[config.mk]
export PLATFORM = sky130hd
export DESIGN_NAME = ap_job_ctrl
export DESIGN_NICKNAME = d
export VERILOG_FILES = /design/src/rtl/ap_job_ctrl.sv
export SDC_FILE = /design/constraint.sdc
export NUM_CORES = 1
export LEC_CHECK = 0
export ABC_AREA = 1
export ABC_CLOCK_PERIOD_IN_PS = 2000
export CAP_MARGIN = 20
export CORE_ASPECT_RATIO = 0.75
export CORE_MARGIN = 3
export CORE_UTILIZATION = 32
export DETAILED_ROUTE_END_ITERATION = 8
export PLACE_DENSITY = 0.59
export SYNTH_ARGS = -nofsm -noshare
export SYNTH_HDL_FRONTEND = slang
export SYNTH_SLANG_ARGS = --single-unit
export TNS_END_PERCENT = 30
[constraint.sdc]
create_clock -name clk -period 2 [get_ports clk]
set_clock_uncertainty 0.05 [all_clocks]
set_input_delay 0.4 -clock clk [delete_from_list [all_inputs] [get_ports clk]]
set_output_delay 0.4 -clock clk [all_outputs]
set_load 0.005 [all_outputs]
[src/rtl/ap_job_ctrl.sv]
// ap_job_ctrl: job sequencer driving the associative processor (AP).
// Optional RUN watchdog enabled by defining AP_CTRL_TIMEOUT_EN.
module ap_job_ctrl #(
    parameter int unsigned ADDR_W         = 10,
    parameter int unsigned DATA_W         = 8,
    parameter logic        RES_COL        = 1'b0,
    parameter int unsigned TIMEOUT_CYCLES = 4096
) (
    input  logic              clk,
    input  logic              rst,
    input  logic              job_valid,
    output logic              job_ready,
    input  logic [2:0]        job_cmd,
    input  logic [ADDR_W-1:0] job_rows,
    input  logic              in_valid,
    output logic              in_ready,
    input  logic [DATA_W-1:0] in_a,
    input  logic [DATA_W-1:0] in_b,
    output logic              out_valid,
    input  logic              out_ready,
    output logic [DATA_W-1:0] out_data,
    output logic              busy,
    output logic              done,
    output logic              err,
    output logic              ap_mode,
    output logic              ap_write_en,
    output logic              ap_sel_col,
    output logic [2:0]        ap_cmd,
    output logic [ADDR_W-1:0] ap_addr,
    output logic [DATA_W-1:0] ap_data,
    input  logic [DATA_W-1:0] ap_data_out,
    input  logic              ap_state_irq
);

    localparam logic [2:0] S_IDLE    = 3'd0;
    localparam logic [2:0] S_LOAD_A  = 3'd1;
    localparam logic [2:0] S_LOAD_B  = 3'd2;
    localparam logic [2:0] S_RUN     = 3'd3;
    localparam logic [2:0] S_RD_ADDR = 3'd4;
    localparam logic [2:0] S_RD_WAIT = 3'd5;
    localparam logic [2:0] S_RD_OUT  = 3'd6;
    localparam logic [2:0] S_DONE    = 3'd7;

    // The watchdog needs at least one RUN cycle to count.
    if (TIMEOUT_CYCLES < 1) begin : g_tmo_chk
        $error("TIMEOUT_CYCLES must be at least 1");
    end

    logic [2:0]        state_q, state_d;
    logic [ADDR_W-1:0] row_q, row_d;
    logic [ADDR_W-1:0] rows_q, rows_d;
    logic [2:0]        cmd_q, cmd_d;
    logic [DATA_W-1:0] res_q, res_d;
    logic              first_q, first_d;
    logic              last_row;

`ifdef AP_CTRL_TIMEOUT_EN
    localparam int unsigned TMO_W =
        (TIMEOUT_CYCLES > 1) ? $clog2(TIMEOUT_CYCLES) : 1;
    localparam logic [TMO_W-1:0] TMO_LAST = TMO_W'(TIMEOUT_CYCLES - 1);

    logic [TMO_W-1:0] cnt_q, cnt_d;
    logic             err_q, err_d;

    assign err = err_q;
`else
    assign err = 1'b0;
`endif

    assign last_row = (row_q == rows_q);
    assign out_data = res_q;

    // Decode the AP control pins and host handshakes from the current state.
    always_comb begin
        job_ready   = 1'b0;
        in_ready    = 1'b0;
        out_valid   = 1'b0;
        busy        = 1'b1;
        done        = 1'b0;
        ap_mode     = 1'b0;
        ap_write_en = 1'b0;
        ap_sel_col  = 1'b0;
        ap_cmd      = 3'd0;
        ap_addr     = '0;
        ap_data     = '0;
        unique case (state_q)
            S_IDLE: begin
                job_ready = 1'b1;
                busy      = 1'b0;
            end
            S_LOAD_A: begin
                ap_write_en = in_valid;
                ap_addr     = row_q;
                ap_data     = in_a;
            end
            S_LOAD_B: begin
                ap_write_en = 1'b1;
                ap_sel_col  = 1'b1;
                ap_addr     = row_q;
                ap_data     = in_b;
                in_ready    = 1'b1;
            end
            S_RUN: begin
                ap_mode = 1'b1;
                ap_cmd  = cmd_q;
            end
            S_RD_ADDR, S_RD_WAIT: begin
                ap_addr    = row_q;
                ap_sel_col = RES_COL;
            end
            S_RD_OUT: begin
                out_valid = 1'b1;
            end
            S_DONE: begin
                done = 1'b1;
            end
            default: ;
        endcase
    end

    // Sequence the job: load pairs, run, read back results row by row.
    always_comb begin
        state_d = state_q;
        row_d   = row_q;
        rows_d  = rows_q;
        cmd_d   = cmd_q;
        res_d   = res_q;
        first_d = 1'b0;
`ifdef AP_CTRL_TIMEOUT_EN
        err_d   = err_q;
        cnt_d   = '0;
`endif
        unique case (state_q)
            S_IDLE: begin
                if (job_valid) begin
                    state_d = S_LOAD_A;
                    cmd_d   = job_cmd;
                    rows_d  = job_rows;
                    row_d   = '0;
`ifdef AP_CTRL_TIMEOUT_EN
                    err_d   = 1'b0;
`endif
                end
            end
            S_LOAD_A: begin
                if (in_valid) begin
                    state_d = S_LOAD_B;
                end
            end
            S_LOAD_B: begin
                if (last_row) begin
                    state_d = S_RUN;
                    row_d   = '0;
                    first_d = 1'b1;
                end else begin
                    state_d = S_LOAD_A;
                    row_d   = row_q + ADDR_W'(1);
                end
            end
            S_RUN: begin
                // An irq left over from before RUN is ignored on entry.
                if (ap_state_irq && !first_q) begin
                    state_d = S_RD_ADDR;
                end
`ifdef AP_CTRL_TIMEOUT_EN
                else if (cnt_q == TMO_LAST) begin
                    state_d = S_DONE;
                    err_d   = 1'b1;
                end else begin
                    cnt_d = cnt_q + TMO_W'(1);
                end
`endif
            end
            S_RD_ADDR: begin
                state_d = S_RD_WAIT;
            end
            S_RD_WAIT: begin
                res_d   = ap_data_out;
                state_d = S_RD_OUT;
            end
            S_RD_OUT: begin
                if (out_ready) begin
                    if (last_row) begin
                        state_d = S_DONE;
                    end else begin
                        state_d = S_RD_ADDR;
                        row_d   = row_q + ADDR_W'(1);
                    end
                end
            end
            S_DONE: begin
                state_d = S_IDLE;
            end
            default: begin
                state_d = S_IDLE;
            end
        endcase
    end

    // State and datapath registers.
    always_ff @(posedge clk or negedge rst) begin
        if (!rst) begin
            state_q <= S_IDLE;
            row_q   <= '0;
            rows_q  <= '0;
            cmd_q   <= 3'd0;
            res_q   <= '0;
            first_q <= 1'b0;
        end else begin
            state_q <= state_d;
            row_q   <= row_d;
            rows_q  <= rows_d;
            cmd_q   <= cmd_d;
            res_q   <= res_d;
            first_q <= first_d;
        end
    end

`ifdef AP_CTRL_TIMEOUT_EN
    // RUN watchdog counter and sticky timeout flag.
    always_ff @(posedge clk or negedge rst) begin
        if (!rst) begin
            cnt_q <= '0;
            err_q <= 1'b0;
        end else begin
            cnt_q <= cnt_d;
            err_q <= err_d;
        end
    end
`endif

endmodule

==> results.toml, run 1 <==
[placed_design]
port-buffer-count = 79
place_ws_ns = -0.0139
gp_congestion = 0.831
dp_hpwl_mm = 4.45
place_inst = 457

[critical_path]
cp_max_fo = 7
endpoint_kind = "primary output"
r2r_slack_ns = 0.21
reg2regPathDepth = 10
r2r-start = "state_q[0]$_DFFE_PN0P_"
crit_required_ns = 1.55
worstSetupStartpoint = "state_q[1]$_DFFE_PN0P_"
critPathKind = "flip-flop to primary output"
r2r-end = "rows_q[3]$_DFFE_PN0P_"
crit_path_start_kind = "flip-flop"
critical_path_arrival_ns = 1.57

[pwr]
power.density_mw_per_mm2 = 1290
ir_drop_uv = 439
p_leak_nw = 1.80
finalPower_mw = 4.30

[sta]
setup_tns_ns = -0.0164
fmax_mhz = 496
period_share_pct = 101
period_needed_ns = 2.02
hold_viol = 0
final_max_slew_viol_count = 0
setup_viol = 1
rsz0062_at_grt = "true"
fin_hold_ws_ns = 0.455
setup_ws_ns = -0.0164

[clock_network]
cts_tree = "yes"
cts_buffer_depth = 2
root_buffer = "clkbuf_8"
path_clk_slew_ns = 0.07
clkLatencyLatePin_ns = 0.29
cts.htree.levels = 2
cts_hold_buffers = 0
clock-sinks = 35
cts_buffers = 5

[synthesis]
ys_seq_area_share_pct = 41.4
syn_inst = 289
ys_ff_latch = 35
syn_area_mm2 = 0.00212
ys_warn_count = 0
synth.distinct_cells = 25
synth_top_area_share_pct = 41.4
synth-edff-count = 0
synthFlopType = "dfrtp_1"
avgSynthCellArea_um2 = 7.33
synth_top_cells_by_count = "nand2_1, inv_1, dfrtp_1"
synth_nets = 333
synth_area_leader_cell = "dfrtp_1"
synthTopCellsByArea = "dfrtp_1, nand2_1, inv_1"
yosys.cell_count.top_type = "nand2_1"
synthArstFlopShare_pct = 100

[final_layout]
num_antenna_cells = 0
area_growth_pct = 57.3
fin_cells = 473
final_nets = 435
layout-drive-gt1-share_pct = 19.4

[grt]
grt_pass1_wl_mm = 9.58
grt_max_degree = 36
grt_use_total_pct = 15.5
grt_overflow = 0
antenna_found_initial = 0
grt_pass1_vias = 1998

[routing]
wl_per_cell_um = 12.5
wl_mm = 5.93
ant_nets = 0
drtIter0Drc = 71
num_vias = 2161
drc = 0
firstDrtPassIters = 4
vias_per_cell = 4.57

[worst_hold_path]
hold_class = "input port to async pin"

[floorplanning]
die_y_um = 76.4
die_area_mm2 = 0.00764
row_count = 25
die_w_um = 99.9
initial_core_util_pct = 33.3
io_pins = 81
core_region_area_mm2 = 0.00635

[status]
status = "finished, violations left"
violations = "setup timing"

[job]
maxCapViolations = 0
[metrics by stage]
| stage | utilization, % | area [um2] |
|---|---|---|
| floorplan | - | 2120 |
| detailed placement | 48.7 | 3090 |
| finish | 52.4 | 3330 |
| global route | 52.4 | 3330 |
| CTS | 51.9 | 3300 |
| global placement | 48.7 | 3090 |
[worst max-delay path: stages (launching register included)]
cell	delay (ns)
dfrtp_2	0.46
nand2_4	0.10
nor2_4	0.04
buf_8	0.12
buf_4	0.14
a32o_1	0.20
clkdlybuf4s15_1	0.20
[metal layers]
metal	share of wire, %	routed length, um	global-route usage [%]	up-vias
li1	-	-	-	1113
met5	0	0	0	-
met1	48	2840	21.8	956
met3	10	594	4.21	7
met4	0.93	55	3.68	0
met2	41	2440	23.5	85
[flip-flops by register name, indices dropped and copies added, names as in the netlist]
name and cells:
rows_q 10, out_data 8, state_q 3, first_q 1, row_q 10, cmd_q 3
[power breakdown]
group / switching (mW) / internal [mW]
sequential: 0.176 / 0.971
clock: 0.269 / 0.497
combinational: 1.18 / 1.21
[layout by cell type, fill, tap and decap left out, drive strengths merged]
cell	instances
clkdlybuf4s15	6
clkdlybuf4s50	50
mux2	10
conb	1
bufinv	2
inv	53
o21ai	8
o2111ai	5
clkbuf	16
nand3b	2
nor2	36
a21oi	13
buf	26
nand3	16
dlygate4sd2	6
xor2	5
or2	2
clkinvlp	1
nand4	1
dfrtp	35
dlymetal6s2s	4
a32o	8
nand2	84
xnor2	1
ha	1
[kinds of logic after synthesis]
| logic type | synth area share [%] |
|---|---|
| other cells | 0.177 |
| mux | 5.32 |
| flops | 41.4 |
| compound gates | 10.8 |
| buf+inv | 11.6 |
| xor+xnor | 2.48 |
| fa+ha+maj | 0.591 |
| simple gates | 27.6 |
[area by class of cell]
| class | instances | area [um2] |
|---|---|---|
| Fill cell | 644 | 3020 |
| Timing Repair Buffer | 103 | 935 |
| Clock inverter | 3 | 67.6 |
| Sequential cell | 35 | 878 |
| Clock buffer | 5 | 68.8 |
| Multi-Input combinational cell | 193 | 1080 |
| Tap cell | 81 | 101 |
| Inverter | 53 | 199 |
[how the worst max path moves through the flow]
stage / endpoint / slack [ns]
4_1_cts: ap_write_en / -0.18
2_1_floorplan: ap_data[0] / 0.36
3_3_place_gp: ap_data[5] / 0.01
5_1_grt: ap_data[0] / -0.07
6_report: ap_data[0] / -0.02
3_5_place_dp: ap_addr[2] / -0.01
[repair_timing]
action | CTS | global route
gates resized for setup | 58 | 34
pin swaps | 1 | 4
setup endpoints to repair | 28 | 22
setup buffers | 2 | 5
gates cloned | 1 | 0
(Power assumes the default switching activity.)
==> inputs of run 2 (changes only) <==
- PLACE_DENSITY: 0.59 -> 0.69
==> run 2 against run 1 <==
- the flow still finishes with violations (setup timing)
- clock power is 13% lower
- combinational power is 5% lower
- design area is 1.2% lower
- non-clock buffer count is 3 lower
- cell count is 0.63% lower
- total power is 5.1% lower
- routed wire length is 3.5% higher
- critical path type unchanged
- largest power group unchanged
==> results.toml, run 2 (synthesized netlist as in run 1, its figures left out) <==
[grt]
grt_pass1_wl_mm = 10.0
antenna_found_initial = 0
grt_use_total_pct = 16.3
grt_pass1_vias = 2114
grt_max_degree = 36
grt_overflow = 0

[floorplanning]
die_w_um = 99.9
die_area_mm2 = 0.00764
io_pins = 81
initial_core_util_pct = 33.3
die_y_um = 76.4
row_count = 25
core_region_area_mm2 = 0.00635

[status]
status = "finished, violations left"
violations = "setup timing"

[final_layout]
ff_latch_area_um2 = 876
num_antenna_cells = 0
final_nets = 432
fill_cells = 630
layout-drive-gt1-share_pct = 16.7
final_cell_mix = "nand2_1, clkdlybuf4s50_1, inv_1"
multi_input_area_mm2 = 0.00106
layout_commonest_cell = "nand2_1"
area_growth_pct = 55.4
fin_area_mm2 = 0.00329

[critical_path]
cp_max_fo = 4
worstSetupStartpoint = "state_q[1]$_DFFE_PN0P_"
worst-path-stages = 6
reg2regPathDepth = 9
critPathKind = "flip-flop to primary output"
crit_path_start_kind = "flip-flop"
crit_family = "buffers and inverters"
cp_slowest_stage_delay_ns = 0.45
critical_path_arrival_ns = 1.71
r2r_slack_ns = 0.23
slowest_stage = "clkdlybuf4s50_1"
crit_required_ns = 1.55
cp_cell_sequence = "buf_4, nor2_1, inv_1, nor2_2, inv_1, clkdlybuf4s50_1"
cp_num_buf_inv = 4
cp_common_cell = "inv_1"
r2r-start = "state_q[1]$_DFFE_PN0P_"
endpoint_kind = "primary output"

[routing]
num_vias = 2145
firstDrtPassIters = 4
drc = 0
ant_nets = 0
wl_mm = 6.14
drtIter0Drc = 134
vias_per_cell = 4.56
wl_per_cell_um = 13.1

[clock_network]
cts_hold_buffers = 0
cts_buffers = 5
path_clk_slew_ns = 0.07
clkLatencyLatePin_ns = 0.30
cts_tree = "yes"
clock-sinks = 35
cts.htree.levels = 2
cts_buffer_depth = 2
root_buffer = "clkbuf_8"

[sta]
period_share_pct = 108
fmax_mhz = 463
final_max_slew_viol_count = 0
period_needed_ns = 2.16
setup_viol = 3
hold_viol = 0
rsz0062_at_grt = "true"
setup_ws_ns = -0.158

[placed_design]
place_ws_ns = -0.0145
placed_area_mm2 = 0.00307
gp_congestion = 0.846
port-buffer-count = 79
dp_hpwl_mm = 4.68

[pwr]
ir_drop_uv = 463
power.density_mw_per_mm2 = 1240
p_leak_nw = 1.90

[worst_hold_path]
hold_class = "input port to async pin"

[job]
maxCapViolations = 0
[run 2: routing by layer]
layer / vias up / GRT usage (%) / routed length, um
met5: - / 0 / 0
met4: 0 / 4.37 / 94
met2: 68 / 26.0 / 2820
met3: 11 / 4.48 / 440
li1: 1100 / - / -
met1: 966 / 21.7 / 2780
[run 2: power by group]
| group | switching, mW | leakage (nW) | total [mW] | internal, mW |
|---|---|---|---|---|
| combinational | 1.14 | 1.41 | 2.28 | 1.13 |
| sequential | 0.166 | 0.422 | 1.13 | 0.967 |
| clock | 0.266 | 0.0612 | 0.669 | 0.403 |
| total | 1.57 | 1.90 | 4.08 | 2.50 |
[run 2: final cells by class]
type                       count  share of cell area [%]
inverter                      53                    6.12
clock buffer                   6                    2.51
multi-input combinational    193                    32.1
tap                           81                    3.08
timing repair buffer         100                    28.5
sequential                    35                    26.6
clock inverter                 2                    1.06
[run 2: worst reg2reg max path: cells and delay by family (launching register included)]
kind                   cells  cell delay, ns
buffers and inverters      2            0.28
AO/OA/AOI/OAI              1            0.22
flip-flops                 1            0.42
AND/OR/NAND/NOR            6            0.72
[run 2: path summary, 6_finish.rpt]
| path | endpoint |
|---|---|
| worst max-delay path | busy |
| worst min-delay path | rows_q[9]$_DFFE_PN0P_ |
| worst max register to register | row_q[9]$_DFFE_PN0P_ |
| worst min register to register | out_data[0]$_DFFE_PN0P_ |
| max in group asynchronous | out_data[7]$_DFFE_PN0P_ |
| min in group clk | out_data[0]$_DFFE_PN0P_ |
[run 2: timing repair]
| action | 4_1_cts | 5_1_grt |
|---|---|---|
| buffers inserted | 2 | 4 |
| gates cloned | 1 | 0 |
| setup endpoints to repair | 28 | 26 |
| pin swaps | 3 | 3 |
| resized for setup | 31 | 34 |
[run 2: metrics by stage]
step,power (mW),util [%],hold slack (ns),TNS (ns),instances
2_1_floorplan,2.22,-,0.0544,0,289
5_1_grt,4.41,51.8,0.474,-0.646,470
6_report,4.08,51.8,0.458,-0.219,470
4_1_cts,4.05,51.2,0.463,-2.21,466
3_3_place_gp,3.18,48.4,0.436,0,455
3_5_place_dp,3.26,48.4,0.445,-0.0343,455
==> inputs of run 3 (changes only) <==
- ABC_AREA: 1 -> default
- PLACE_DENSITY: 0.69 -> 0.7
==> run 3 against run 2 <==
- the run still ends with setup timing left
- worst setup slack gained 0.11 ns
- flip-flop and latch count is the same
- die area shrank 5.5%
- utilization grew 5.7 points
- synthesized cell count shrank 32%
- global-route usage grew 0.92 points
- largest power group unchanged
==> results.toml, run 3 <==
[synthesis]
syn_inst = 196
avgSynthCellArea_um2 = 10.2
synthTopCellsByArea = "dfrtp_1, mux2_2, xor2_1"
synth_area_leader_cell = "dfrtp_1"
synthArstFlopShare_pct = 100
ys_ff_latch = 35
synth_nets = 240
synth-edff-count = 0
ys_seq_area_share_pct = 44.0
synth.distinct_cells = 43
ys_warn_count = 0
yosys.cell_count.top_type = "dfrtp_1"
syn_area_mm2 = 0.00199
synth_top_area_share_pct = 44.0
synth_top_cells_by_count = "dfrtp_1, nor2_1, mux2_2"
synthFlopType = "dfrtp_1"

[routing]
wl_per_cell_um = 16.1
wl_mm = 6.35
firstDrtPassIters = 4
drtIter0Drc = 129
num_vias = 1957
ant_nets = 0
vias_per_cell = 4.97
drc = 0

[floorplanning]
die_y_um = 74.3
core_region_area_mm2 = 0.00592
row_count = 24
die_w_um = 97.1
io_pins = 81
initial_core_util_pct = 33.7
die_area_mm2 = 0.00722

[sta]
setup_ws_ns = -0.0443
rsz0062_at_grt = "true"
final_max_slew_viol_count = 0
fmax_mhz = 489
period_needed_ns = 2.04
period_share_pct = 102
worst_pin_slew_ns = 0.505
hold_viol = 0
slew_headroom_pct = 66.2
setup_tns_ns = -0.202
setup_viol = 7
fin_hold_ws_ns = 0.0832

[critical_path]
cp_slowest_stage_delay_ns = 0.45
critical_path_arrival_ns = 1.59
crit_path_start_kind = "flip-flop"
cp_common_cell = "buf_6"
critPathKind = "flip-flop to primary output"
cp_max_fo = 4
crit_family = "buffers and inverters"
endpoint_kind = "primary output"
cp_num_buf_inv = 4
cp_cell_sequence = "buf_6, nor3_4, buf_12, nor2_4, buf_6, and2_4, buf_6"
crit_required_ns = 1.55
slowest_stage = "dfrtp_2"

[grt]
grt_max_degree = 36
grt_overflow = 0
grt_pass1_wl_mm = 9.78
grt_pass1_vias = 1929
grt_use_total_pct = 17.2
antenna_found_initial = 0

[final_layout]
area_growth_pct = 70.7
final_nets = 359
layout-drive-gt1-share_pct = 42.4
num_antenna_cells = 0
final_cell_mix = "clkdlybuf4s50_1, dfrtp_1, buf_4"
layout_commonest_cell = "clkdlybuf4s50_1"
fin_cells = 394

[status]
violations = "setup timing"
status = "finished, violations left"

[clock_network]
cts.htree.levels = 2
clkLatencyLatePin_ns = 0.29
root_buffer = "clkbuf_8"
cts_buffer_depth = 2
path_clk_slew_ns = 0.08
cts_buffers = 5
cts_tree = "yes"
clock-sinks = 35

[job]
maxCapViolations = 0

[placed_design]
dp_hpwl_mm = 4.14
port-buffer-count = 79
gp_congestion = 0.837
place_ws_ns = -0.287
place_inst = 371

[pwr]
p_leak_nw = 1.57
power.density_mw_per_mm2 = 1450
ir_drop_uv = 633
finalPower_mw = 4.93

[worst_hold_path]
hold_class = "input port to async pin"
run 3: path summary, 6_finish.rpt:
path,start,end,slack [ns],depth (start not counted)
hold / removal,rst,row_q[6]$_DFFE_PN0P_,0.08,2
hold reg to reg,cmd_q[0]$_DFFE_PN0P_,cmd_q[0]$_DFFE_PN0P_,0.46,1
min in group clk,cmd_q[0]$_DFFE_PN0P_,cmd_q[0]$_DFFE_PN0P_,0.46,1
setup / recovery,state_q[0]$_DFFE_PN0P_,ap_addr[1],-0.04,7
setup reg to reg,row_q[6]$_DFFE_PN0P_,state_q[1]$_DFFE_PN0P_,0.01,5
max in group asynchronous,rst,state_q[2]$_DFFE_PN0P_,1.45,2
run 3: layout make-up:
cell class | count | area [um2]
clock buffer | 6 | 82.6
clock inverter | 2 | 38.8
fill | 490 | 2510
inverter | 5 | 18.8
multi-input combinational | 147 | 1190
sequential | 35 | 880
tap | 78 | 97.6
timing repair buffer | 121 | 1090
run 3: repair_timing:
item / in CTS / in global routing
hold buffers: 0 / 0
gates resized for setup: 73 / 63
buffers inserted: 10 / 3
hold endpoints to repair: 0 / 0
cloned: 2 / 0
pin swaps: 4 / 15
endpoints found under the setup margin: 34 / 41
run 3: report_power, final:
| part | internal, mW | switching, mW |
|---|---|---|
| registers | 1.01 | 0.234 |
| logic | 1.67 | 1.33 |
| clock network | 0.410 | 0.276 |
| total | 3.09 | 1.84 |
run 3: worst register-to-register path: stages (launching register included):
cell and delay (ns):
dfrtp_1 0.42, xor2_1 0.18, nor4_4 0.39, nand3_1 0.29, o2111a_1 0.31, a311oi_1 0.24
run 3: metrics by stage:
| stage | area, um2 | utilization [%] |
|---|---|---|
| 2_1_floorplan | 1990 | - |
| 3_3_place_gp | 3040 | 51.4 |
| 3_5_place_dp | 3040 | 51.4 |
| 4_1_cts | 3380 | 57.1 |
| 5_1_grt | 3400 | 57.5 |
| 6_report | 3400 | 57.5 |
run 3: logic make-up after synthesis:
| logic type | share of synthesized area [%] |
|---|---|
| compound gates | 13.9 |
| xor+xnor | 5.28 |
| fa+ha+maj | 0.628 |
| buf+inv | 3.71 |
| flops | 44.0 |
| mux | 12.4 |
| other cells | 0.188 |
| simple gates | 19.8 |
run 3: per-layer routing:
layer | up-vias | wire length, um | track usage (%)
met1 | 948 | 2770 | 22.9
li1 | 932 | - | -
met3 | 12 | 371 | 4.78
met5 | - | 0 | 0
met2 | 65 | 3090 | 27.4
met4 | 0 | 126 | 5.76
